$ cat config.mk
export PLATFORM = sky130hd
export DESIGN_NAME = pc_sequencer
export DESIGN_NICKNAME = d
export VERILOG_FILES = /design/src/rtl/pc_sequencer.sv
export SDC_FILE = /design/constraint.sdc
export NUM_CORES = 1
export LEC_CHECK = 0
export CAP_MARGIN = 20
export CORE_UTILIZATION = 50
export DETAILED_ROUTE_END_ITERATION = 8
export PLACE_DENSITY = 0.86
export REMOVE_ABC_BUFFERS = 1
export SYNTH_ARGS = -nofsm -noshare
export SYNTH_HDL_FRONTEND = slang
export SYNTH_SLANG_ARGS = --single-unit
$ cat constraint.sdc
create_clock -name clk -period 3.8 [get_ports clk]
set_clock_uncertainty 0.2 [all_clocks]
set_input_delay 0.57 -clock clk [delete_from_list [all_inputs] [get_ports clk]]
set_output_delay 0.57 -clock clk [all_outputs]
set_load 0.02 [all_outputs]
$ cat src/rtl/pc_sequencer.sv
// Next-PC unit for the IF stage: fixed-priority redirect select with alignment trap,
// a one-entry pending buffer for redirects seen while stalled/halted, and halt/step control.
module pc_sequencer #(
  parameter int unsigned         LEN_DATA   = 32,
  parameter logic [LEN_DATA-1:0] RESET_PC   = '0,
  parameter logic [LEN_DATA-1:0] PC_STEP    = LEN_DATA'(4),
  parameter logic [LEN_DATA-1:0] EXC_VECTOR = LEN_DATA'(32'h80),
  parameter int unsigned         ALIGN_BITS = 2,
  parameter int unsigned         CNT_W      = 32
) (
  input  logic                clk,
  input  logic                rst_n,
  input  logic                stall,
  input  logic                jump,
  input  logic [LEN_DATA-1:0] jump_addr,
  input  logic                branch,
  input  logic [LEN_DATA-1:0] branch_addr,
  input  logic                jreg,
  input  logic [LEN_DATA-1:0] jreg_addr,
  input  logic                exc,
  input  logic                halt,
  input  logic                step,
  output logic [LEN_DATA-1:0] pc_out,
  output logic [LEN_DATA-1:0] pc_plus_step,
  output logic                flush,
  output logic                misaligned,
  output logic                halted,
  output logic [CNT_W-1:0]    upd_count
);

  typedef enum logic [1:0] {RUN, HALT, STEP} state_t;

  localparam logic [LEN_DATA-1:0] ALIGN_MASK = ~({LEN_DATA{1'b1}} << ALIGN_BITS);

  state_t              state;
  logic                pend_valid;
  logic [LEN_DATA-1:0] pend_addr;

  logic                req;
  logic                bad_align;
  logic                update;
  logic [LEN_DATA-1:0] req_raw;
  logic [LEN_DATA-1:0] req_addr;
  logic [LEN_DATA-1:0] next_pc;

  assign pc_plus_step = pc_out + PC_STEP;
  assign halted       = (state == HALT);

  always_comb begin
    req     = exc | jreg | branch | jump;
    req_raw = jump_addr;
    if (exc)         req_raw = EXC_VECTOR;
    else if (jreg)   req_raw = jreg_addr;
    else if (branch) req_raw = branch_addr;
    // The exception vector itself is trusted; only computed targets are checked.
    bad_align = req && !exc && ((req_raw & ALIGN_MASK) != '0);
    req_addr  = bad_align ? EXC_VECTOR : req_raw;
    update    = (state == STEP) || ((state == RUN) && !halt && !stall);
    if (req)             next_pc = req_addr;
    else if (pend_valid) next_pc = pend_addr;
    else                 next_pc = pc_plus_step;
  end

  always_ff @(posedge clk or negedge rst_n) begin
    if (!rst_n) begin
      state      <= RUN;
      pc_out     <= RESET_PC;
      flush      <= 1'b0;
      misaligned <= 1'b0;
      upd_count  <= '0;
      pend_valid <= 1'b0;
      pend_addr  <= '0;
    end else begin
      misaligned <= bad_align;
      flush      <= update && (req || pend_valid);

      if (update) begin
        pc_out     <= next_pc;
        upd_count  <= upd_count + CNT_W'(1);
        pend_valid <= 1'b0;
      end else if (req) begin
        pend_valid <= 1'b1;
        pend_addr  <= req_addr;
      end

      // Step requests during a stall are dropped, not remembered.
      case (state)
        RUN:     if (halt) state <= HALT;
        HALT: begin
          if (!halt)               state <= RUN;
          else if (step && !stall) state <= STEP;
        end
        STEP:    state <= halt ? HALT : RUN;
        default: state <= RUN;
      endcase
    end
  end

endmodule

==> metrics.yaml <==
status:
  status: "completed"
timing:
  rsz0062_at_grt: "false"
  post-route-period-util: 0.958
  timing.final.crit_period_ns: 3.64
  relSlewSlack: 0.441
  setup_ws_ns: 0.158
  slew_viol_final: 0
  hold_viol: 0
  max_freq_mhz: 275
  finalSetupViolations: 0
  setup_tns_ns: 0
  worstMarginPinSlew_ns: 0.839
  hold-worst-slack_ns: 0.113
synth:
  yosys_warnings: 0
  synthCells: 687
  yosysUniqueCellTypes: 70
  async_flop_share: 1.00
  syn_area_per_cell_um2: 8.98
  synth_edf_count: 0
  synth_area_mm2: 0.00617
  ys_ff_latch: 101
  seq_area_frac_synth: 0.410
  ys.flop_type: "dfrtp_1"
finish:
  final_cell_mix: "clkdlybuf4s50_1, dfrtp_1, nand2_1"
  num-nets-final: 979
  n_antenna_cell: 0
  layout.cells.most_common: "clkdlybuf4s50_1"
  syn2layout_area_growth_pct: 39.7
  final_cell_area_mm2: 0.00861
  drive_gt1_frac: 0.0822
grt:
  overflow: 0
  grt_max_degree: 65
  grt_usage: 0.314
  antenna_found_initial: 0
  first_global_vias: 6065
  grt_pass1_wl_um: 31500
routing:
  via_count: 6300
  routed.top_layer: "met4"
  wl_met3_um: 1860
  post_drt_wl_per_cell_um: 19.4
  viasPerCell: 6.16
  drt_iter0_drc: 648
  met2WireLength_um: 9480
  wl_met1_um: 7760
  drtPass1Iterations: 6
  drt-total-wl_um: 19800
  ant_nets: 0
  remaining_drc_errors: 0
critical_path:
  arrival_ns: 2.87
  cp_slowest_stage_delay_ns: 0.62
  rr_endpoint: "pc_out[30]"
  crit_type: "reg -> out"
  crit_family: "simple AND/OR/NAND/NOR gates"
  cp.buffers_inverters: 1
  setup.worst_path.end_class: "output pin"
  required_ns: 3.03
  rr_worst_depth: 5
  path_cells: "nand4_1 > nor4_4 > and2_1 > nand3_1 > xnor2_1 > clkdlybuf4s50_1"
  crit-reg2reg-launch: "pend_valid"
  worst-path-max-fanout: 9
  startpoint_type: "flip-flop"
  critPathSlowestCell: "clkdlybuf4s50_1"
  r2r_setup_slack_ns: 1.23
place:
  port_buffers: 203
  place_ws_ns: 0.348
  placed_area_mm2: 0.00830
  hpwl_um: 14300
  place.gp.congestion: 0.912
run:
  maxCapViolCount: 0
floorplanning:
  die_y_um: 113
  core-area_mm2: 0.0120
  rows: 40
  die_area_mm2: 0.0128
  io_pins: 204
  die_w_um: 113
  start_util: 0.513
clock_network:
  cts.sink_count: 101
  cts_buffer_depth: 2
  root_buffer: "clkbuf_16"
  cts_made_buffers: 9
  insertion_delay_ns: 0.35
  path_clk_slew_ns: 0.08
  h-tree-depth: 3
  cts_hold_buf: 0
  cts_tree: "built"
power:
  p_leak_nw: 3.47
  fin_total_pwr_w: 0.00320
  vdd.ir_drop.worst_mv: 0.221
  power_density_mw_per_mm2: 371
hold_path:
  hold_path.class: "in -> async"
logic make-up after synthesis:
family          Yosys count  synth area share
buf+inv                  58            0.0418
xor+xnor                 59            0.0838
mux                      46            0.0771
simple gates            276             0.223
flops                   101             0.410
fa+ha+maj                 2           0.00406
compound gates          145             0.160
state kept, by name, summed over array words and instances, names as in the netlist:
register	count
pend_valid	1
flush	1
misaligned	1
pc_out	32
upd_count	32
state	2
pend_addr	32
worst max-delay path by stage:
stage | startpoint | endpoint | slack, ns | cells after the start
2_1_floorplan | pc_out[11] | pc_plus_step[29] | 0.61 | 5
3_3_place_gp | pc_out[4] | pc_plus_step[29] | 0.43 | 6
3_5_place_dp | pc_out[4] | pc_plus_step[29] | 0.35 | 6
4_1_cts | pc_out[6] | pc_plus_step[29] | 0.05 | 6
5_1_grt | pc_out[6] | pc_plus_step[27] | 0.04 | 6
6_report | pc_out[4] | pc_plus_step[29] | 0.16 | 6
what timing repair did:
| action | 4_1_cts | 5_1_grt |
|---|---|---|
| resized for setup | 1 | 0 |
| pin swaps | 0 | 2 |
| setup buffers | 0 | 4 |
| endpoints found under the hold margin | 0 | 0 |
| endpoints found under the setup margin | 1 | 2 |
worst register-to-register path: stages, from the launching register on:
cell      delay [ns]
dfrtp_1         0.37
inv_1           0.60
nand2_1         0.59
o311ai_0        0.47
o22ai_1         0.11
o311ai_0        0.11
where the power goes:
group / switching (W) / leakage (nW) / internal [W]
combinational: 0.000498 / 2.01 / 0.000475
clock: 0.000446 / 0.136 / 0.000454
sequential: 0.000154 / 1.33 / 0.00117
total: 0.00110 / 3.47 / 0.00210
through the flow:
stage	utilization	cells
floorplan	-	636
global placement	0.691	1004
detailed placement	0.691	1004
CTS	0.715	1019
global route	0.717	1023
finish	0.717	1023
cell usage after synthesis, types with 4 or more instances:
cell type | number | area, µm²
dfrtp_1 | 101 | 2530
nand2_1 | 90 | 338
nor2_1 | 54 | 203
xnor2_1 | 45 | 394
o21ai_0 | 39 | 195
mux2i_1 | 34 | 340
clkbuf_1 | 33 | 124
nand3_1 | 30 | 150
o31ai_1 | 26 | 195
a21oi_1 | 20 | 100
nand4_1 | 19 | 119
nor3_1 | 18 | 90.1
xor2_1 | 14 | 123
mux2_2 | 12 | 135
and3_1 | 9 | 56.3
nor4_1 | 9 | 56.3
nand2b_1 | 8 | 50.1
buf_2 | 7 | 35.0
inv_1 | 7 | 26.3
a31oi_1 | 6 | 37.5
o211ai_1 | 6 | 45.0
o21bai_1 | 6 | 45.0
and2_1 | 5 | 31.3
a311oi_1 | 4 | 35.0
and4_1 | 4 | 35.0
buf_1 | 4 | 15.0
o221ai_1 | 4 | 35.0
o311ai_0 | 4 | 35.0
o31a_1 | 4 | 35.0
or4_1 | 4 | 30.0
metal layers:
metal	global-route usage	vias to the layer above
met3	0.0718	73
met5	0	-
li1	-	2840
met4	0.123	0
met1	0.395	3011
met2	0.526	376
area by class of cell:
class	instances	area, µm²
clock buffers	9	225
well taps	147	184
inverters	7	26.3
fillers	900	3400
flip-flops and latches	101	2530
clock inverters	6	56.3
repair buffers	225	2200
multi-input cells	528	3400
Note: power is estimated with default switching activity, not from simulation.
